File: config.mk
export PLATFORM = sky130hd
export DESIGN_NAME = sample_loader
export DESIGN_NICKNAME = d
export VERILOG_FILES = /design/src/rtl/rx_pkg.sv /design/src/rtl/loader_buf_ctrl.sv /design/src/rtl/sample_loader.sv
export SDC_FILE = /design/constraint.sdc
export NUM_CORES = 1
export LEC_CHECK = 0
export CAP_MARGIN = 20
export CORE_UTILIZATION = 57
export CTS_CLUSTER_SIZE = 25
export DETAILED_ROUTE_END_ITERATION = 8
export GPL_TIMING_DRIVEN = 1
export HOLD_SLACK_MARGIN = 0.08
export PLACE_DENSITY = 0.85
export RECOVER_POWER = 25
export REMOVE_ABC_BUFFERS = 1
export SLEW_MARGIN = 20
export SYNTH_ARGS = -nofsm -noshare
export SYNTH_HDL_FRONTEND = slang
export SYNTH_HIERARCHICAL = 1
export SYNTH_SLANG_ARGS = --single-unit
File: constraint.sdc
create_clock -name clk -period 9.8 [get_ports clk]
set_input_delay 1.47 -clock clk [delete_from_list [all_inputs] [get_ports clk]]
set_output_delay 1.47 -clock clk [all_outputs]
set_load 0.02 [all_outputs]
File: src/rtl/rx_pkg.sv
// Shared widths and write-FSM states for the
// receive-side sample loader.
package rx_pkg;
  localparam int ADDR_W   = 16;
  localparam int DATA_W   = 16;
  localparam int SAMPLE_W = 32;

  typedef enum logic {
    S_LO = 1'b0,
    S_HI = 1'b1
  } ld_state_t;
endpackage

File: src/rtl/loader_buf_ctrl.sv
// Ping-pong ownership of the two half-buffers:
// full bits, fill/presentation pointers, DSP ack.
module loader_buf_ctrl
  import rx_pkg::*;
#(
  parameter int              FRAME_LEN = 256,
  parameter logic [ADDR_W-1:0] BASE_ADDR = 16'h0000
) (
  input  logic              clk,
  input  logic              rst_n,
  input  logic              complete,
  input  logic              frame_ack,
  output logic [ADDR_W-1:0] fill_base,
  output logic              fill_full,
  output logic              frame_ready,
  output logic [ADDR_W-1:0] frame_base
);
  localparam logic [ADDR_W-1:0] HALF_SPAN =
    ADDR_W'(2 * FRAME_LEN);

  logic       fill_ptr;
  logic       pres_ptr;
  logic [1:0] full;
  logic       eff_fill;
  logic       ack_ok;

  function automatic logic [ADDR_W-1:0] base_of(
    input logic h
  );
    return h ? BASE_ADDR + HALF_SPAN : BASE_ADDR;
  endfunction

  // A completing half hands the next accept to the other half.
  assign eff_fill    = complete ? ~fill_ptr : fill_ptr;
  assign fill_full   = full[eff_fill];
  assign fill_base   = base_of(eff_fill);
  assign frame_ready = full[pres_ptr];
  assign frame_base  = base_of(pres_ptr);
  assign ack_ok      = frame_ack & full[pres_ptr];

  always_ff @(posedge clk or negedge rst_n) begin
    if (!rst_n) begin
      fill_ptr <= 1'b0;
      pres_ptr <= 1'b0;
      full     <= 2'b00;
    end else begin
      if (complete) begin
        full[fill_ptr] <= 1'b1;
        fill_ptr       <= ~fill_ptr;
      end
      if (ack_ok) begin
        full[pres_ptr] <= 1'b0;
        pres_ptr       <= ~pres_ptr;
      end
    end
  end
endmodule

File: src/rtl/sample_loader.sv
// Streams I/Q samples into a double-buffered 16-bit
// data memory bank, one sample per two cycles.
module sample_loader
  import rx_pkg::*;
#(
  parameter int              FRAME_LEN = 256,
  parameter logic [ADDR_W-1:0] BASE_ADDR = 16'h0000
) (
  input  logic                clk,
  input  logic                rst_n,
  input  logic                in_valid,
  input  logic [SAMPLE_W-1:0] in_data,
  output logic                in_ready,
  output logic [ADDR_W-1:0]   write_addr_1,
  output logic [DATA_W-1:0]   write_data_1,
  output logic                write_en_1,
  output logic                frame_ready,
  output logic [ADDR_W-1:0]   frame_base,
  input  logic                frame_ack,
  output logic                overrun
);
  localparam logic [ADDR_W-1:0] LAST_IDX =
    ADDR_W'(FRAME_LEN);

  ld_state_t         state;
  ld_state_t         state_nx;
  logic [ADDR_W-1:0] idx;
  logic [ADDR_W-1:0] eff_idx;
  logic [DATA_W-1:0] q_hold;
  logic              wq;
  logic              complete;
  logic              accept;
  logic [ADDR_W-1:0] fill_base;
  logic              fill_full;

  loader_buf_ctrl #(
    .FRAME_LEN (FRAME_LEN),
    .BASE_ADDR (BASE_ADDR)
  ) u_buf (
    .clk         (clk),
    .rst_n       (rst_n),
    .complete    (complete),
    .frame_ack   (frame_ack),
    .fill_base   (fill_base),
    .fill_full   (fill_full),
    .frame_ready (frame_ready),
    .frame_base  (frame_base)
  );

  // idx already counts the in-flight sample, so a Q write
  // at idx==FRAME_LEN is the last one of the half.
  assign complete = write_en_1 & wq & (idx == LAST_IDX);
  assign eff_idx  = complete ? '0 : idx;
  assign in_ready = rst_n & (state == S_LO) & ~fill_full;
  assign accept   = in_valid & in_ready;

  always_comb begin
    state_nx = state;
    unique case (state)
      S_LO: if (accept) state_nx = S_HI;
      S_HI: state_nx = S_LO;
    endcase
  end

  always_ff @(posedge clk or negedge rst_n) begin
    if (!rst_n) begin
      state        <= S_LO;
      write_addr_1 <= '0;
      write_data_1 <= '0;
      write_en_1   <= 1'b0;
      wq           <= 1'b0;
      idx          <= '0;
      q_hold       <= '0;
      overrun      <= 1'b0;
    end else begin
      state      <= state_nx;
      write_en_1 <= 1'b0;
      wq         <= 1'b0;
      if (accept) begin
        write_addr_1 <= fill_base
                      + {eff_idx[ADDR_W-2:0], 1'b0};
        write_data_1 <= in_data[DATA_W-1:0];
        write_en_1   <= 1'b1;
        q_hold       <= in_data[SAMPLE_W-1:DATA_W];
        idx          <= eff_idx + 1'b1;
      end else if (complete) begin
        idx <= '0;
      end
      if (state == S_HI) begin
        write_addr_1 <= write_addr_1 + 1'b1;
        write_data_1 <= q_hold;
        write_en_1   <= 1'b1;
        wq           <= 1'b1;
      end
      if (state == S_LO && in_valid && fill_full)
        overrun <= 1'b1;
    end
  end
endmodule

# After elaboration in Yosys (flattened, before gate mapping)
# Cells that the tools add are included.
[totals] register_bits=72 inputBits=36 out_inout_bits=52 wordCells=61
[classes] add_sub_neg=3 order_cmp=5 eq_ne=1 mux=23 bitwise_logic=13 reduce_logical=5
[op_table] cell="2-to-1 mux 16 bit" count=6
[op_table] cell="adder 16 x 1 -> 16 bit, second input constant" count=2
[op_table] cell="2-to-1 mux 10 bit" count=2
[op_table] cell="adder 16 bit" count=1
[op_table] cell="equality test 16 x 9 -> 1 bit, second input constant" count=1
[op_table] cell="2-to-1 mux 1 bit" count=10
[op_table] cell="AND 1 bit" count=6
[op_table] cell="< comparator 1 x 2 -> 1 bit, second input constant" count=3
[op_table] cell="logical AND 1 bit" count=4
[op_table] cell="2-to-1 mux 2 bit" count=2
[op_table] cell="NOT 1 bit" count=4
[op_table] cell="AND 2 bit" count=1
[op_table] cell="demux 1 bit (select 1 bit)" count=2
[op_table] cell="greater-or-equal comparator 1 bit, second input constant" count=2
[op_table] cell="NOT 2 bit" count=1
[op_table] cell="bitwise OR 2 bit" count=1
[op_table] cell="one-hot mux 1 bit (2 select lines)" count=1
[op_table] cell="nonzero test 2 bit" count=1

# Logic depth before layout (Yosys ltp)
# Gate-level depths: netlist of the first run.
[depth] word_depth=10 mapped_depth=15

# By module
# Netlist of the first run, hierarchy kept.
[by_module_without_submodules] mod="sample_loader" n_inst=1 cells_per_inst=445 area_per_inst_um2=4065.1 seq_area_each_um2=1701.6
[by_module_without_submodules] mod="loader_buf_ctrl" n_inst=1 cells_per_inst=48 area_per_inst_um2=431.7 seq_area_each_um2=100.1

# Worst setup path before layout of the first run
# OpenSTA, ideal clock, no wires.
[synth_path] kind="reg-to-output" startpoint="reg idx[7]" endpoint="out in_ready" arrival_time_ns=2.380 t_required_ns=8.330 path_slack_ns=5.950 path_stages_with_launch=7 n_path_buf=0 cell_sequence="dfrtp_1 -> or4_1 -> nor3_1 -> xor2_2 -> mux2_4 -> nor2b_1 -> nor2b_1"
[synth_via] elab_chain_cells=7
[synth_rtl] item="from (decl)" line_no="sample_loader.sv:27" source="logic [ADDR_W-1:0] idx;"
[synth_rtl] item="from (signal assigned)" line_no="sample_loader.sv:85" source="idx <= eff_idx + 1'b1;"
[synth_rtl] item="equality test 16 x 9 -> 1 bit" line_no="sample_loader.sv:52" source="assign complete = write_en_1 & wq & (idx == LAST_IDX);"
[synth_rtl] item="AND 1 bit" line_no="sample_loader.sv:52"
[synth_rtl] item="via complete" line_no="sample_loader.sv:31" source="logic complete;"
[synth_rtl] item="2-to-1 mux 1 bit"
[synth_rtl] item="via u_buf.eff_fill" line_no="loader_buf_ctrl.sv:24" source="logic eff_fill;"
[synth_rtl] item="2-to-1 mux 1 bit (implied by the code) (2 in series)" line_no="loader_buf_ctrl.sv:35" source="assign fill_full = full[eff_fill];"
[synth_rtl] item="via fill_full" line_no="sample_loader.sv:34" source="logic fill_full;"
[synth_rtl] item="NOT 1 bit" line_no="sample_loader.sv:54" source="assign in_ready = rst_n & (state == S_LO) & ~fill_full;"
[synth_rtl] item="AND 1 bit" line_no="sample_loader.sv:54"
[synth_rtl] item="to (decl)" line_no="sample_loader.sv:13" source="output logic in_ready,"
# The timed path passes the listed nets, and every way through them passes these cells. The select of a mux whose other input is x is not followed.

# Worst setup path after layout of the first run
[layout_path] startpoint="in rst_n" endpoint="out in_ready"
[layout_via] elab_chain_cells=2
[layout_rtl] item="from (decl)" line_no="sample_loader.sv:10" source="input logic rst_n,"
[layout_rtl] item="AND 1 bit (2 in series)" line_no="sample_loader.sv:54"
# No other way between the ends.

==> qor_table.md, run 1 <==
| Quantity | This run | Unit |
|:---|:---|:---|
| Type of the tightest min-delay check | register to register | - |
| Cell Pwr Density | 187.5 | mW/mm^2 |
| Post-synthesis cell type count | 70 | - |
| CTS resizes | 0 | - |
| Root buf cell | sky130_fd_sc_hd__clkbuf_8 | - |
| Global route overflow | 0 | - |
| Count of endpoints failing hold in the final timing report | 0 | - |
| Worst IR Drop VDD | 0.00009328 | V |
| Synthesized area per cell | 9.121 | sq um |
| Vias/cell | 5.335 | - |
| H-tree levels | 3 | - |
| Final GP Congestion | 0.8661 | - |
| Switching pwr | 0.3550 | mW |
| Y dimension of the die | 90.82 | um |
| Combinational fraction of design power | 34.0 | % |
| TritonCTS clock tree | done | - |
| Sequential share of the synthesized area | 40.07 | % |
| Final antenna-violating net count | 0 | - |
| Hold-fix buffer count after cts | 0 | - |
| Max-slew violation count | 134 | - |
| FMAX | 146.2 | MHz |
| Clock sink count | 72 | - |
| Standard-cell rows | 32 | - |
| Share of power burned in the clock network | 23.3 | % |
| Max capacitance violation total | 2 | - |
| Worst EP arrival | 5.37 | ns |
| GR Util All Layers | 23.62 | % |
| Post CTS Setup Buffer Count | 0 | - |
| Post-placement worst setup slack | 4.924 | ns |
| Leakage power figure | 2.297 | nW |
| Die outline width | 90.82 | um |
| Routed wire length | 8995 | um |
| Placed cell count | 636 | - |
| Number of antenna cells inserted | 0 | - |
| Cell Area, Placed | 0.005089 | sq mm |
| Starting Density | 58.50 | % |
| Dpl hpwl | 6377 | um |
| Worst hold slack | 0.4561 | ns |
| Final cycle utilization of the critical path | 69.82 | % |
| Fraction of synthesized cell area taken by the top area cell type | 40.07 | % |
| Remaining DRCs | 0 | - |
| Actual slew at the worst max-slew pin | 3.728 | ns |
| Synthesized area | 0.004497 | sq mm |
| Wire length per cell | 13.82 | um |
| Clock buffers created by TritonCTS | 9 | - |
| Net Sw Frac | 35.89 | % |
| Worst-case setup margin in the final layout | 2.958 | ns |
| Delay of the slowest cell on the worst path | 2.61 | ns |
| Crit-path max FO | 73 | - |
| Routed vias | 3473 | - |
| Classification of the worst setup path | primary input to output port | - |
| Result of the run | finished with violations | - |
| Global-route wire length before repair | 15850 | um |
| Total of endpoints with negative setup slack in the final report | 0 | - |
| Max stage delay cell, worst path | sky130_fd_sc_hd__clkbuf_1 | - |
| Final layout net count | 593 | - |
| CP Cell Sequence | buf_2, clkbuf_1, nor2b_1, nor2b_1, clkdlybuf4s50_1 | - |
| Fraction of power consumed by sequential logic | 42.7 | % |
| Cell count after synthesis | 493 | - |
| Iteration-0 DRC Markers | 162 | - |
| Accumulated negative setup slack | 0 | ns |
| Most Frequent Cell on Critical Path | sky130_fd_sc_hd__nor2b_1 | - |
| Via count of the first global-routing pass | 3374 | - |
| Required @ worst endpoint | 8.33 | ns |
| Final cell count without fillers | 651 | - |
| Library cell with the highest instance count after synthesis | sky130_fd_sc_hd__nand2_1 | - |
| R2R Setup Slk | 4.93 | ns |
| Most used flip-flop cell after synthesis | sky130_fd_sc_hd__dfrtp_1 | - |
| Clock-pin slew on the worst setup and hold paths | 0.07 | ns |
| Top cells by area, synth | sky130_fd_sc_hd__dfrtp_1 (40%), sky130_fd_sc_hd__nand2_1 (7.9%), sky130_fd_sc_hd__xnor2_1 (6.4%) | - |
| Violations in the final reports | max-capacitance violations, max-slew violations | - |
| Initial antenna violation count | 0 | - |
| Layout cells sized above 1 | 7.650 | % |
| Critical path endpoint category | output port | - |
| Yosys warns | 6 | - |
| Crit start category | primary input | - |
| Relative max-transition margin | -148.6 | % |
| Library cell with the largest summed area after synthesis | sky130_fd_sc_hd__dfrtp_1 | - |
| Finished layout cell area | 0.005276 | sq mm |
| Period minus WS final | 6.842 | ns |
| Maximum clock skew at final layout | 0.01015 | ns |
| Top cells by count, synth | sky130_fd_sc_hd__nand2_1 (95), sky130_fd_sc_hd__dfrtp_1 (72), sky130_fd_sc_hd__xnor2_1 (33) | - |
| Async SR Flop Fraction | 100.0 | % |
| RSZ-0062 raised after global routing | false | - |
| Port buffer count | 72 | - |
| Internal power summed over all cells | 0.6341 | mW |
| I/O pin count | 88 | - |
| Floorplan Core Area | 0.007687 | sq mm |
| #FFs+latches synth | 72 | - |
| Clock latency reported for the late side of the worst-skew pair | 0.35 | ns |
| First-pass iteration count of the detailed router | 4 | - |
| Pin count of the biggest net entering global routing | 74 | - |
| Synthesis-to-layout area growth | 17.33 | % |
| Count of flip-flops with a built-in enable after synthesis | 0 | - |
| Maximum count of clock buffers along a single path | 2 | - |
| DIE AREA | 0.008248 | sq mm |
[critical path: cells and delay by family]
kind	cells	cell delay (ns)
buffers and inverters	3	3.29
AND/OR/NAND/NOR	2	0.58
[flip-flops by register name, indices dropped and copies added, names as in the netlist]
signal / flops
idx: 16
q_hold: 16
write_addr_1: 16
write_data_1: 16
u_buf/full: 2
overrun: 1
state: 1
u_buf/fill_ptr: 1
u_buf/pres_ptr: 1
wq: 1
write_en_1: 1
[path summary, 6_finish.rpt]
| kind | from | to | depth (start not counted) |
|---|---|---|---|
| worst max register to register | idx[2] | idx[11] | 14 |
| worst max-delay path | rst_n | in_ready | 5 |
| max in group asynchronous | rst_n | idx[4] | 2 |
| min in group asynchronous | rst_n | write_data_1[6] | 2 |
| worst min register to register | overrun | overrun | 1 |
| worst min-delay path | overrun | overrun | 1 |
[stage by stage]
step	power, mW	util (%)
final	0.9891	68.64
after global routing	1.050	68.64
after CTS	0.9900	68.73
after detailed placement	0.7581	66.19
after global placement	0.7453	66.19
after floorplan	0.6288	-
[cells in the final DEF, fill, tap and decap left out, types with 7 or more instances in the layout]
cell type	count
sky130_fd_sc_hd__ha_1	11
sky130_fd_sc_hd__a21oi_1	14
sky130_fd_sc_hd__dfrtp_1	72
sky130_fd_sc_hd__mux2i_1	19
sky130_fd_sc_hd__conb_1	30
sky130_fd_sc_hd__nand3_1	21
sky130_fd_sc_hd__clkdlybuf4s50_1	70
sky130_fd_sc_hd__and3_1	7
sky130_fd_sc_hd__nor2_1	22
sky130_fd_sc_hd__nand2_1	95
sky130_fd_sc_hd__inv_1	7
sky130_fd_sc_hd__xnor2_1	33
sky130_fd_sc_hd__o21ai_0	28
sky130_fd_sc_hd__clkbuf_8	9
sky130_fd_sc_hd__xor2_1	11
[per-layer routing]
metal | vias up | wire length (um) | track usage (%)
li1 | 1733 | - | -
met1 | 1642 | 4130 | 31.65
met2 | 90 | 4397 | 39.58
met3 | 8 | 394 | 3.788
met4 | 0 | 72 | 6.878
met5 | - | 0 | 0
[cell type report]
type / count / area (sq um)
repair buffers: 75 / 730.7
clock buffers: 9 / 123.9
flip-flops and latches: 72 / 1802
clock inverters: 6 / 71.32
inverters: 8 / 30.03
multi-input cells: 379 / 2391
well taps: 102 / 127.6
fillers: 579 / 2411
[logic make-up after synthesis]
| logic type | count (synthesis) | share of synthesized area [%] |
|---|---|---|
| compound gates | 83 | 12.86 |
| xor+xnor | 45 | 8.932 |
| fa+ha+maj | 15 | 4.229 |
| buf+inv | 71 | 9.182 |
| flops | 72 | 40.07 |
| mux | 21 | 4.813 |
| other cells | 1 | 0.08339 |
| simple gates | 185 | 19.84 |
[power by group through the flow]
stage / clock (mW) / sequential (mW) / combinational [mW]
after global placement: 0 / 0.422 / 0.323
after detailed placement: 0 / 0.427 / 0.331
after global routing: 0.248 / 0.432 / 0.369
after floorplan: 0 / 0.456 / 0.173
final: 0.230 / 0.423 / 0.336
after CTS: 0.234 / 0.422 / 0.334
Note: power is estimated with default switching activity, not from simulation.
==> inputs of run 2 (changes only) <==
--- a/config.mk
+++ b/config.mk
@@ -6,12 +6,12 @@
 export NUM_CORES = 1
 export LEC_CHECK = 0
 export CAP_MARGIN = 20
-export CORE_UTILIZATION = 57
+export CORE_UTILIZATION = 47
 export CTS_CLUSTER_SIZE = 25
 export DETAILED_ROUTE_END_ITERATION = 8
 export GPL_TIMING_DRIVEN = 1
 export HOLD_SLACK_MARGIN = 0.08
-export PLACE_DENSITY = 0.85
+export PLACE_DENSITY = 0.75
 export RECOVER_POWER = 25
 export REMOVE_ABC_BUFFERS = 1
 export SLEW_MARGIN = 20
==> constraint.sdc (replaced) <==
create_clock -name clk -period 6.25 [get_ports clk]
set_input_delay 0.9375 -clock clk [delete_from_list [all_inputs] [get_ports clk]]
set_output_delay 0.9375 -clock clk [all_outputs]
set_load 0.02 [all_outputs]
==> qor_table.md, run 2 (same netlist as run 1, synthesis figures left out) <==
| Quantity | This run | Unit |
|:---|:---|:---|
| Share of power burned in the clock network | 25.6 | % |
| Clock buffers created by TritonCTS | 9 | - |
| Leading cell type in the layout, fill and taps excluded | sky130_fd_sc_hd__nand2_1 | - |
| Maximum clock skew at final layout | 0.008213 | ns |
| Post CTS Setup Buffer Count | 0 | - |
| Pin count of the biggest net entering global routing | 68 | - |
| Cell Pwr Density | 298.9 | mW/mm^2 |
| Violations in the final reports | max-capacitance violations, max-slew violations | - |
| Actual slew at the worst max-slew pin | 3.492 | ns |
| RSZ-0062 raised after global routing | false | - |
| Leakage power figure | 2.309 | nW |
| Final GP Congestion | 0.8603 | - |
| Maximum count of clock buffers along a single path | 2 | - |
| Number of antenna cells inserted | 0 | - |
| Total of endpoints with negative setup slack in the final report | 0 | - |
| Port buffer count | 72 | - |
| CTS resizes | 0 | - |
| Layout cells sized above 1 | 7.804 | % |
| Floorplan Core Area | 0.009240 | sq mm |
| Crit-path max FO | 13 | - |
| Busiest layer in global routing | met2 | - |
| Result of the run | finished with violations | - |
| TritonCTS clock tree | done | - |
| DIE AREA | 0.009963 | sq mm |
| Global route overflow | 0 | - |
| Max capacitance violation total | 2 | - |
| Count of filler cells inserted in the layout | 817 | - |
| Clock latency reported for the late side of the worst-skew pair | 0.35 | ns |
| Routed vias | 3518 | - |
| Accumulated negative setup slack | 0 | ns |
| Initial antenna violation count | 0 | - |
| Type of the tightest min-delay check | register to register | - |
| Met2 GRT Util | 33.47 | % |
| Final cycle utilization of the critical path | 73.06 | % |
| GR Util All Layers | 20.09 | % |
| Worst IR Drop VDD | 0.0001348 | V |
| Combinational fraction of design power | 33.0 | % |
| Worst EP arrival | 3.63 | ns |
| Dpl hpwl | 6693 | um |
| Period minus WS final | 4.566 | ns |
| Final layout net count | 594 | - |
| Hold-fix buffer count after cts | 0 | - |
| Wire length per cell | 13.64 | um |
| Standard-cell rows | 35 | - |
| Global-route wire length before repair | 16020 | um |
| Internal power summed over all cells | 1.036 | mW |
| Required @ worst endpoint | 5.31 | ns |
| Most used cells in the layout excluding fill and tap cells | sky130_fd_sc_hd__nand2_1 (95), sky130_fd_sc_hd__dfrtp_1 (71), sky130_fd_sc_hd__clkdlybuf4s50_1 (70), sky130_fd_sc_hd__xnor2_1 (33), sky130_fd_sc_hd__conb_1 (30) | - |
| Met1 usage | 25.45 | % |
| Y dimension of the die | 99.82 | um |
| Fraction of power consumed by sequential logic | 41.4 | % |
| Count of endpoints failing hold in the final timing report | 0 | - |
| Vias/cell | 5.174 | - |
| Starting Density | 48.67 | % |
| Global routing met3 resource utilization | 3.343 | % |
| Iteration-0 DRC Markers | 174 | - |
| Crit start category | register | - |
| Clock sink count | 72 | - |
| H-tree levels | 3 | - |
| Via count of the first global-routing pass | 3531 | - |
| Synthesis-to-layout area growth | 18.81 | % |
| First-pass iteration count of the detailed router | 4 | - |
| Clock-pin slew on the worst setup and hold paths | 0.08 | ns |
| Final core utilization | 57.82 | % |
| Remaining DRCs | 0 | - |
| FMAX | 219.0 | MHz |
| I/O pin count | 88 | - |
| Net Sw Frac | 35.09 | % |
| Max-slew violation count | 128 | - |
| Critical path endpoint category | output port | - |
| Final antenna-violating net count | 0 | - |
| Classification of the worst setup path | register to output port | - |
| Relative max-transition margin | -132.8 | % |
| Die outline width | 99.82 | um |
| Routed wire length | 9276 | um |
| Root buf cell | sky130_fd_sc_hd__clkbuf_8 | - |
| Switching pwr | 0.5603 | mW |
-- run 2: cell type report --
type	count	area, sq um	share of cell area, %
inverter	8	30.03	0.5621
clock buffer	10	127.6	2.389
clock inverter	6	92.59	1.733
sequential	72	1803	33.75
tap	129	161.4	3.021
timing repair buffer	76	737.0	13.79
multi-input combinational	379	2391	44.75
-- run 2: final timing paths --
path,start,slack (ns),to,cells past startpoint
setup / recovery,idx[2],1.68,in_ready,8
hold / removal,overrun,0.47,overrun,1
setup reg to reg,idx[2],2.04,write_data_1[14],12
hold reg to reg,overrun,0.47,overrun,1
max in group asynchronous,rst_n,1.82,state,2
min in group asynchronous,rst_n,0.51,write_addr_1[14],1
-- run 2: power by group through the flow --
| stage | registers, mW | logic (mW) | clock network, mW |
|---|---|---|---|
| global route | 0.678 | 0.581 | 0.439 |
| CTS | 0.660 | 0.525 | 0.417 |
| floorplan | 0.715 | 0.271 | 0 |
| finish | 0.661 | 0.527 | 0.408 |
| global placement | 0.662 | 0.511 | 0 |
| detailed placement | 0.668 | 0.522 | 0 |
-- run 2: critical path: stages (launching register included) --
cell,delay [ns]
sky130_fd_sc_hd__dfrtp_1,0.52
sky130_fd_sc_hd__nor4_2,0.30
sky130_fd_sc_hd__nand3_2,0.16
sky130_fd_sc_hd__nor3_1,0.44
sky130_fd_sc_hd__xor2_2,0.53
sky130_fd_sc_hd__mux2_4,0.37
sky130_fd_sc_hd__nor2b_1,0.21
sky130_fd_sc_hd__nor2b_1,0.16
sky130_fd_sc_hd__clkdlybuf4s50_1,0.61
-- run 2: per-layer routing --
metal | part of all wire [%] | vias up
met5 | 0 | -
met4 | 2.2 | 0
met3 | 4.5 | 15
met2 | 48 | 88
met1 | 45 | 1676
li1 | - | 1739
-- run 2: stage by stage --
| stage | total power, mW | instances | instance area (sq um) | worst slack [ns] | hold slack, ns |
|---|---|---|---|---|---|
| after floorplan | 0.9859 | 459 | 4223 | 1.345 | 0.4460 |
| after global placement | 1.174 | 664 | 5131 | 2.136 | 0.4489 |
| after detailed placement | 1.191 | 664 | 5131 | 2.038 | 0.4520 |
| after CTS | 1.601 | 680 | 5351 | 1.652 | 0.4080 |
| after global routing | 1.698 | 680 | 5343 | 0.9379 | 0.4883 |
| final | 1.597 | 680 | 5343 | 1.684 | 0.4654 |
